### src/rtl/execute_stage_if.sv
// Decode-to-execute bundle: decoded instruction, register values and forwarding sources in,
// registered EX/MEM fields and the combinational source-register ids out.
interface execute_stage_if;
  logic        stall;
  logic        branch_flush;
  logic        jal_flush;
  logic [4:0]  regD_mem;
  logic [4:0]  regD_wb;
  logic [31:0] regD_val_mem;
  logic [31:0] regD_val_wb;
  logic        regwrite_mem;
  logic        regwrite_wb;
  logic        rtype;
  logic        itype;
  logic        load;
  logic        store;
  logic        branch;
  logic        jal;
  logic        jalr;
  logic [31:0] imm;
  logic [31:0] inst;
  logic [31:0] pc;
  logic [4:0]  reg1;
  logic [4:0]  reg2;
  logic [4:0]  regD;
  logic [31:0] reg1val;
  logic [31:0] reg2val;
  logic        regwrite;
  logic        loadF;
  logic        storeF;
  logic        jalF;
  logic        jalrF;
  logic        branch_cond;
  logic [31:0] target;
  logic [31:0] result;
  logic [31:0] store_data;
  logic [4:0]  regDF;
  logic [4:0]  mshr_reg1;
  logic [4:0]  mshr_reg2;

  modport master (
    output stall, branch_flush, jal_flush, regD_mem, regD_wb, regD_val_mem, regD_val_wb,
           regwrite_mem, regwrite_wb, rtype, itype, load, store, branch, jal, jalr,
           imm, inst, pc, reg1, reg2, regD, reg1val, reg2val,
    input  regwrite, loadF, storeF, jalF, jalrF, branch_cond, target, result, store_data,
           regDF, mshr_reg1, mshr_reg2
  );

  modport slave (
    input  stall, branch_flush, jal_flush, regD_mem, regD_wb, regD_val_mem, regD_val_wb,
           regwrite_mem, regwrite_wb, rtype, itype, load, store, branch, jal, jalr,
           imm, inst, pc, reg1, reg2, regD, reg1val, reg2val,
    output regwrite, loadF, storeF, jalF, jalrF, branch_cond, target, result, store_data,
           regDF, mshr_reg1, mshr_reg2
  );
endinterface

### src/rtl/execute_stage.sv
// RV32I execute stage with MEM/WB operand forwarding; EX/MEM outputs registered, 1-cycle latency.
// stall holds the EX/MEM register, either flush loads a bubble (flush beats stall, reset beats both).
module execute_stage (
  input logic          clk,
  input logic          rst,
  execute_stage_if.slave io
);

  typedef struct packed {
    logic        regwrite;
    logic        loadF;
    logic        storeF;
    logic        jalF;
    logic        jalrF;
    logic        branch_cond;
    logic [31:0] target;
    logic [31:0] result;
    logic [31:0] store_data;
    logic [4:0]  regDF;
  } exmem_t;

  localparam logic [6:0] OPC_LUI   = 7'b0110111;
  localparam logic [6:0] OPC_AUIPC = 7'b0010111;

  exmem_t      nxt;
  exmem_t      q;
  logic        use_rs1;
  logic        use_rs2;
  logic [31:0] op_a;
  logic [31:0] op_b;
  logic [31:0] alu_b;
  logic [31:0] alu_y;
  logic [31:0] a_plus_imm;
  logic [31:0] pc_plus_imm;
  logic [2:0]  funct3;
  logic        alt;
  logic        is_lui;
  logic        is_auipc;
  logic        any_flag;
  logic        valid;
  logic        wr;
  logic        unused_inst;

  function automatic logic [31:0] fwd(
    input logic [4:0]  src,
    input logic [31:0] rf_val,
    input logic        we_mem,
    input logic [4:0]  rd_mem,
    input logic [31:0] val_mem,
    input logic        we_wb,
    input logic [4:0]  rd_wb,
    input logic [31:0] val_wb
  );
    if (src != 5'd0 && we_mem && rd_mem == src)     return val_mem;
    else if (src != 5'd0 && we_wb && rd_wb == src)  return val_wb;
    else                                            return rf_val;
  endfunction

  assign use_rs1 = io.rtype | io.itype | io.load | io.store | io.branch | io.jalr;
  assign use_rs2 = io.rtype | io.store | io.branch;
  assign io.mshr_reg1 = use_rs1 ? io.reg1 : 5'd0;
  assign io.mshr_reg2 = use_rs2 ? io.reg2 : 5'd0;

  assign op_a = fwd(io.reg1, io.reg1val, io.regwrite_mem, io.regD_mem, io.regD_val_mem,
                    io.regwrite_wb, io.regD_wb, io.regD_val_wb);
  assign op_b = fwd(io.reg2, io.reg2val, io.regwrite_mem, io.regD_mem, io.regD_val_mem,
                    io.regwrite_wb, io.regD_wb, io.regD_val_wb);

  assign funct3      = io.inst[14:12];
  assign unused_inst = ^{io.inst[31], io.inst[29:15], io.inst[11:7]};
  assign alu_b       = io.rtype ? op_b : io.imm;
  // inst[30] selects SUB only for register ops; for immediates it only means SRAI
  assign alt         = io.inst[30] & (io.rtype | funct3 == 3'b101);
  assign a_plus_imm  = op_a + io.imm;
  assign pc_plus_imm = io.pc + io.imm;
  assign any_flag    = io.rtype | io.itype | io.load | io.store | io.branch | io.jal | io.jalr;
  assign is_lui      = !any_flag && io.inst[6:0] == OPC_LUI;
  assign is_auipc    = !any_flag && io.inst[6:0] == OPC_AUIPC;

  always_comb begin
    alu_y = '0;
    case (funct3)
      3'b000: alu_y = alt ? op_a - alu_b : op_a + alu_b;
      3'b001: alu_y = op_a << alu_b[4:0];
      3'b010: alu_y = {31'd0, $signed(op_a) < $signed(alu_b)};
      3'b011: alu_y = {31'd0, op_a < alu_b};
      3'b100: alu_y = op_a ^ alu_b;
      3'b101: alu_y = alt ? 32'($signed(op_a) >>> alu_b[4:0]) : op_a >> alu_b[4:0];
      3'b110: alu_y = op_a | alu_b;
      default: alu_y = op_a & alu_b;
    endcase
  end

  always_comb begin
    nxt   = '0;
    wr    = 1'b0;
    valid = 1'b1;
    if (io.rtype || io.itype) begin
      nxt.result = alu_y;
      wr         = 1'b1;
    end else if (io.load || io.store) begin
      nxt.result     = a_plus_imm;
      nxt.store_data = op_b;
      nxt.loadF      = io.load;
      nxt.storeF     = io.store;
      wr             = io.load;
    end else if (io.branch) begin
      nxt.target = pc_plus_imm;
      case (funct3)
        3'b000:  nxt.branch_cond = op_a == op_b;
        3'b001:  nxt.branch_cond = op_a != op_b;
        3'b100:  nxt.branch_cond = $signed(op_a) < $signed(op_b);
        3'b101:  nxt.branch_cond = $signed(op_a) >= $signed(op_b);
        3'b110:  nxt.branch_cond = op_a < op_b;
        3'b111:  nxt.branch_cond = op_a >= op_b;
        default: nxt.branch_cond = 1'b0;
      endcase
    end else if (io.jal || io.jalr) begin
      nxt.target = io.jal ? pc_plus_imm : {a_plus_imm[31:1], 1'b0};
      nxt.result = io.pc + 32'd4;
      nxt.jalF   = io.jal;
      nxt.jalrF  = io.jalr;
      wr         = 1'b1;
    end else if (is_lui || is_auipc) begin
      nxt.result = is_lui ? io.imm : pc_plus_imm;
      wr         = 1'b1;
    end else begin
      valid = 1'b0;
    end
    nxt.regwrite = wr && io.regD != 5'd0;
    nxt.regDF    = valid ? io.regD : 5'd0;
  end

  always_ff @(posedge clk) begin
    if (rst)                                 q <= '0;
    else if (io.branch_flush || io.jal_flush) q <= '0;
    else if (!io.stall)                      q <= nxt;
  end

  assign io.regwrite    = q.regwrite;
  assign io.loadF       = q.loadF;
  assign io.storeF      = q.storeF;
  assign io.jalF        = q.jalF;
  assign io.jalrF       = q.jalrF;
  assign io.branch_cond = q.branch_cond;
  assign io.target      = q.target;
  assign io.result      = q.result;
  assign io.store_data  = q.store_data;
  assign io.regDF       = q.regDF;

endmodule

### src/flat_wrapper.sv
// flat-port wrapper written by rule: the top's interface ports become plain ports
module execute_stage_flat 
  (clk, rst, io_stall, io_branch_flush, io_jal_flush, io_regD_mem, io_regD_wb, io_regD_val_mem, io_regD_val_wb, io_regwrite_mem, io_regwrite_wb, io_rtype, io_itype, io_load, io_store, io_branch, io_jal, io_jalr, io_imm, io_inst, io_pc, io_reg1, io_reg2, io_regD, io_reg1val, io_reg2val, io_regwrite, io_loadF, io_storeF, io_jalF, io_jalrF, io_branch_cond, io_target, io_result, io_store_data, io_regDF, io_mshr_reg1, io_mshr_reg2);
  execute_stage_if io_i ();
  input logic clk;
  input logic rst;
  input wire logic [$bits(io_i.stall)-1:0] io_stall;
  input wire logic [$bits(io_i.branch_flush)-1:0] io_branch_flush;
  input wire logic [$bits(io_i.jal_flush)-1:0] io_jal_flush;
  input wire logic [$bits(io_i.regD_mem)-1:0] io_regD_mem;
  input wire logic [$bits(io_i.regD_wb)-1:0] io_regD_wb;
  input wire logic [$bits(io_i.regD_val_mem)-1:0] io_regD_val_mem;
  input wire logic [$bits(io_i.regD_val_wb)-1:0] io_regD_val_wb;
  input wire logic [$bits(io_i.regwrite_mem)-1:0] io_regwrite_mem;
  input wire logic [$bits(io_i.regwrite_wb)-1:0] io_regwrite_wb;
  input wire logic [$bits(io_i.rtype)-1:0] io_rtype;
  input wire logic [$bits(io_i.itype)-1:0] io_itype;
  input wire logic [$bits(io_i.load)-1:0] io_load;
  input wire logic [$bits(io_i.store)-1:0] io_store;
  input wire logic [$bits(io_i.branch)-1:0] io_branch;
  input wire logic [$bits(io_i.jal)-1:0] io_jal;
  input wire logic [$bits(io_i.jalr)-1:0] io_jalr;
  input wire logic [$bits(io_i.imm)-1:0] io_imm;
  input wire logic [$bits(io_i.inst)-1:0] io_inst;
  input wire logic [$bits(io_i.pc)-1:0] io_pc;
  input wire logic [$bits(io_i.reg1)-1:0] io_reg1;
  input wire logic [$bits(io_i.reg2)-1:0] io_reg2;
  input wire logic [$bits(io_i.regD)-1:0] io_regD;
  input wire logic [$bits(io_i.reg1val)-1:0] io_reg1val;
  input wire logic [$bits(io_i.reg2val)-1:0] io_reg2val;
  output wire logic [$bits(io_i.regwrite)-1:0] io_regwrite;
  output wire logic [$bits(io_i.loadF)-1:0] io_loadF;
  output wire logic [$bits(io_i.storeF)-1:0] io_storeF;
  output wire logic [$bits(io_i.jalF)-1:0] io_jalF;
  output wire logic [$bits(io_i.jalrF)-1:0] io_jalrF;
  output wire logic [$bits(io_i.branch_cond)-1:0] io_branch_cond;
  output wire logic [$bits(io_i.target)-1:0] io_target;
  output wire logic [$bits(io_i.result)-1:0] io_result;
  output wire logic [$bits(io_i.store_data)-1:0] io_store_data;
  output wire logic [$bits(io_i.regDF)-1:0] io_regDF;
  output wire logic [$bits(io_i.mshr_reg1)-1:0] io_mshr_reg1;
  output wire logic [$bits(io_i.mshr_reg2)-1:0] io_mshr_reg2;
  assign io_i.stall = io_stall;
  assign io_i.branch_flush = io_branch_flush;
  assign io_i.jal_flush = io_jal_flush;
  assign io_i.regD_mem = io_regD_mem;
  assign io_i.regD_wb = io_regD_wb;
  assign io_i.regD_val_mem = io_regD_val_mem;
  assign io_i.regD_val_wb = io_regD_val_wb;
  assign io_i.regwrite_mem = io_regwrite_mem;
  assign io_i.regwrite_wb = io_regwrite_wb;
  assign io_i.rtype = io_rtype;
  assign io_i.itype = io_itype;
  assign io_i.load = io_load;
  assign io_i.store = io_store;
  assign io_i.branch = io_branch;
  assign io_i.jal = io_jal;
  assign io_i.jalr = io_jalr;
  assign io_i.imm = io_imm;
  assign io_i.inst = io_inst;
  assign io_i.pc = io_pc;
  assign io_i.reg1 = io_reg1;
  assign io_i.reg2 = io_reg2;
  assign io_i.regD = io_regD;
  assign io_i.reg1val = io_reg1val;
  assign io_i.reg2val = io_reg2val;
  assign io_regwrite = io_i.regwrite;
  assign io_loadF = io_i.loadF;
  assign io_storeF = io_i.storeF;
  assign io_jalF = io_i.jalF;
  assign io_jalrF = io_i.jalrF;
  assign io_branch_cond = io_i.branch_cond;
  assign io_target = io_i.target;
  assign io_result = io_i.result;
  assign io_store_data = io_i.store_data;
  assign io_regDF = io_i.regDF;
  assign io_mshr_reg1 = io_i.mshr_reg1;
  assign io_mshr_reg2 = io_i.mshr_reg2;
  execute_stage u_core (.clk(clk), .rst(rst), .io(io_i));
endmodule
### config.mk
export PLATFORM = sky130hd
export DESIGN_NAME = execute_stage_flat
export DESIGN_NICKNAME = d
export VERILOG_FILES = /design/src/rtl/execute_stage_if.sv /design/src/rtl/execute_stage.sv /design/src/flat_wrapper.sv
export SDC_FILE = /design/constraint.sdc
export NUM_CORES = 1
export LEC_CHECK = 0
export ABC_AREA = 1
export BUFFER_PORTS_ARGS = -buffer_cell sky130_fd_sc_hd__buf_2
export CORE_ASPECT_RATIO = 1.5
export CORE_MARGIN = 8
export CORE_UTILIZATION = 40
export DETAILED_ROUTE_END_ITERATION = 16
export GPL_TIMING_DRIVEN = 0
export MAX_ROUTING_LAYER = met4
export PLACE_DENSITY = 0.61
export SETUP_SLACK_MARGIN = 0.02
export SYNTH_ARGS = -nofsm -noshare
export SYNTH_HDL_FRONTEND = slang
export SYNTH_SLANG_ARGS = --single-unit
export TNS_END_PERCENT = 100
### constraint.sdc
create_clock -name clk -period 6.34 [get_ports clk]
set_input_delay 0.951 -clock clk [delete_from_list [all_inputs] [get_ports clk]]
set_output_delay 0.951 -clock clk [all_outputs]
set_load 0.01 [all_outputs]
==> flow_summary_export.csv <==
group,metric,value,unit
outcome,status,"complete, but fails checks",
outcome,violations,"negative setup slack",
sta,fmax,0.154,GHz
setup_path,cp.arrival,6770,ps
setup_path,crit_end,"u_core.io.result[0]",
global_route,overflow,0,
floorplanning,num_io_pins,380,
synth,seq_area_frac_synth,10.0,%
setup_path,startpoint,"io_reg1[0]",
clock_tree,path_clk_slew,80,ps
setup_path,criticalPathCategory,"in2reg",
synth,synth-seq-cells,107,
clock_tree,cts_tree,"done",
synth,async_reset_ff_share,0,%
synth,yosysUniqueCellTypes,63,
job,maxCapViolations,0,
sta,timing.final.ws_setup,-166,ps
synth,avgSynthCellArea,5.46,um2
global_route,grt_pass1_vias,30326,
synth,synth_area,21300,um2
power_and_ir_drop,power.internal,1.71,mW
setup_path,reg2reg_to,"u_core.io.result[23]",
synth,yosysWarnings,0,
place,hpwl,124000,um
global_route,grt_max_degree,22,
final_layout,drive_above_1_share,13.6,%
sta,setup_viol,1,
global_route,grt_pass1_wl,212000,um
detailed_routing,drc,0,
floorplanning,core,52700,um2
place,gp_congestion,1.18,
floorplanning,die_area,61100,um2
synth,synthCells,3907,
setup_path,path_max_fanout,10,
clock_tree,clockRootBuffer,"clkbuf_16",
clock_tree,cts.path.max_buffers,2,
setup_path,endpoint_kind,"flop",
power_and_ir_drop,p_leak,12.2,nW
setup_path,reg2reg_depth,3,
clock_tree,cts_sinks,107,
clock_tree,htreeDepth,3,
floorplanning,die_h,299,um
power_and_ir_drop,p_switching,2.44,mW
final_layout,area_growth,14.5,%
synth,synth_edf_count,0,
floorplanning,core.rowCount,103,
floorplanning,die_x,205,um
sta,relSlewSlack,6.86,%
final_layout,fillers,6254,
detailed_routing,vias_per_cell,6.29,
power_and_ir_drop,power_density,170,nW/um2
sta,rsz0062_at_grt,"true",
power_and_ir_drop,swShare,58.8,%
detailed_routing,antenna_left,0,
synth,syn_nets,4363,
detailed_routing,firstDrtPassIters,8,
min_path,hp-class,"reg2reg",
setup_path,rrSetupSlack,5470,ps
sta,maxSlewViolCount,0,
power_and_ir_drop,p_comb_share,68.4,%
clock_tree,cts_buffers,9,
place,place_ws,-367,ps
floorplanning,start_util,40.4,%
setup_path,timing.rr.start,"u_core.io.result[23]",
clock_tree,clkLatencyLatePin,390,ps
power_and_ir_drop,p_seq_share,16.5,%
detailed_routing,drt-total-wl,152000,um
sta,period_share,103,%
power_and_ir_drop,irDropWorstVdd,0.139,mV
setup_path,cp.required,6600,ps
global_route,grt_usage,49.3,%
final_layout,nets,4737,
sta,tightest_slew,1390,ps
sta,period_needed,6510,ps
setup_path,worstSetupStartpointType,"input pin",
detailed_routing,route.detailed.wl_per_inst,30.4,um
sta,finClkSkew,0,ps
detailed_routing,drt_iter0_drc,3790,
global_route,antenna_found_initial,14,
place,io_buffers,356,
detailed_routing,vias,31322,
sta,hold_violations,0,
clock_tree,postCtsSetupRepairBufs,0,
synth,synth-main-ff-cell,"dfxtp_1",
sta,fin_setup_tns,-166,ps
power_and_ir_drop,pwr-share-clk,15.1,%
worst min-delay path by stage:
stage | from | to | slack (ps) | cells after the start
global placement | u_core.io.target[20] | u_core.io.target[20] | 450 | 2
detailed placement | u_core.io.store_data[10] | u_core.io.store_data[10] | 450 | 2
floorplan | u_core.io.target[20] | u_core.io.target[20] | 480 | 2
finish | u_core.io.jalF | u_core.io.jalF | 470 | 2
CTS | u_core.io.store_data[10] | u_core.io.store_data[10] | 470 | 2
global route | u_core.io.store_data[13] | u_core.io.store_data[13] | 480 | 2
metal layers:
| metal | vias up | routed length [um] | part of all wire, % | track usage, % |
|---|---|---|---|---|
| met4 | 0 | 18800 | 12 | 49.6 |
| li1 | 13824 | - | - | - |
| met2 | 2296 | 66400 | 44 | 74.8 |
| met1 | 14350 | 50300 | 33 | 49.2 |
| met5 | - | 0 | 0 | - |
| met3 | 852 | 16100 | 11 | 14.6 |
power groups by stage:
stage | combinational [mW] | clock, mW | sequential (mW)
finish | 2.85 | 0.627 | 0.686
global route | 2.96 | 0.641 | 0.687
CTS | 2.64 | 0.617 | 0.686
detailed placement | 2.63 | 0 | 0.701
global placement | 2.63 | 0 | 0.701
floorplan | 1.56 | 0 | 0.704
cell usage in the layout (no fill, tap or decap), types with 107 or more instances in the layout:
master and n:
nand2_1 1133, nand3_1 415, buf_2 410, a21oi_1 373
inv_1 367, nor2_1 299, o21ai_0 239, ha_1 191
clkbuf_1 108, dfxtp_1 107
sequential cells by signal, indices dropped and copies added, names as in the netlist:
register / count
u_core.io.result: 32
u_core.io.store_data: 32
u_core.io.target: 32
u_core.io.regDF: 5
u_core.io.branch_cond: 1
u_core.io.jalF: 1
u_core.io.jalrF: 1
u_core.io.loadF: 1
u_core.io.regwrite: 1
u_core.io.storeF: 1
cells in the mapped netlist, types with 11 or more instances:
master    count  area [um2]
a21oi_1     375        1880
o221ai_1     18         158
o211ai_1     49         368
o21ai_1      66         330
a31oi_1      30         188
buf_2        54         270
inv_1       368        1380
nor2_1      299        1120
o21a_1       12        90.1
a21o_1       11        82.6
nor3_1       41         205
a211oi_1     18         135
nand4_1      42         263
nor4_1       12        75.1
clkbuf_1    111         417
xor2_1       47         412
o21ai_0     260        1300
or2_2        51         319
xnor2_1      22         193
inv_2        24        90.1
nand3_1     415        2080
nand2_1    1133        4250
ha_1        191        2390
dfxtp_1     107        2140
metrics by stage:
stage	cells	area [um2]	total power, mW	hold slack, ps	utilization [%]
2_1_floorplan	3907	21300	2.26	481	-
3_3_place_gp	4945	24000	3.33	447	45.4
5_1_grt	4980	24400	4.29	483	46.3
4_1_cts	4964	24300	3.94	467	46.1
3_5_place_dp	4948	24000	3.33	455	45.5
6_report	4982	24400	4.16	465	46.3
logic make-up (layout without fill, tap and decap cells):
group / Yosys count / count (layout) / share of synthesized area [%]
XOR/XNOR: 69 / 69 / 2.83
flip-flops: 107 / 107 / 10.0
adder cells (fa/ha/maj): 193 / 193 / 11.4
buffers and inverters: 588 / 967 / 11.0
AND/OR/NAND/NOR: 2039 / 2039 / 40.6
other: 0 / 14 / 0
AO/OA/AOI/OAI: 911 / 911 / 24.1
timing repair:
item | in CTS | in global routing
hold buffers | 0 | 0
endpoints found under the setup margin | 0 | 20
resized for setup | 0 | 25
layout make-up:
cell class | count | area (um2) | area share (%)
Clock buffer | 9 | 225 | 0.922
Sequential cell | 107 | 2140 | 8.77
Buffer | 187 | 848 | 3.47
Multi-Input combinational cell | 3212 | 16900 | 69.1
Tap cell | 682 | 853 | 3.49
Antenna cell | 14 | 35.0 | 0.143
Clock inverter | 7 | 78.8 | 0.323
Timing Repair Buffer | 364 | 1850 | 7.58
Inverter | 400 | 1510 | 6.18
worst max-delay path, cell delays in order:
cell and delay (ps):
buf_2 130, inv_2 90, nand3_1 70, nor2_1 170, nor2_1 110, nand2_2 160
inv_2 60, buf_4 180, nand2_1 70, nand3_1 60, o21ai_1 710, inv_1 760
ha_1 500, clkbuf_1 420, inv_1 190, a21oi_1 160, inv_1 60, a21oi_1 200
nor2_1 140, a2111oi_1 390, clkdlybuf4s18_2 350, nand3_1 100, nand3_1 170, nand3_1 200
o21ai_1 220, a21oi_1 110
(Power assumes the default switching activity.)
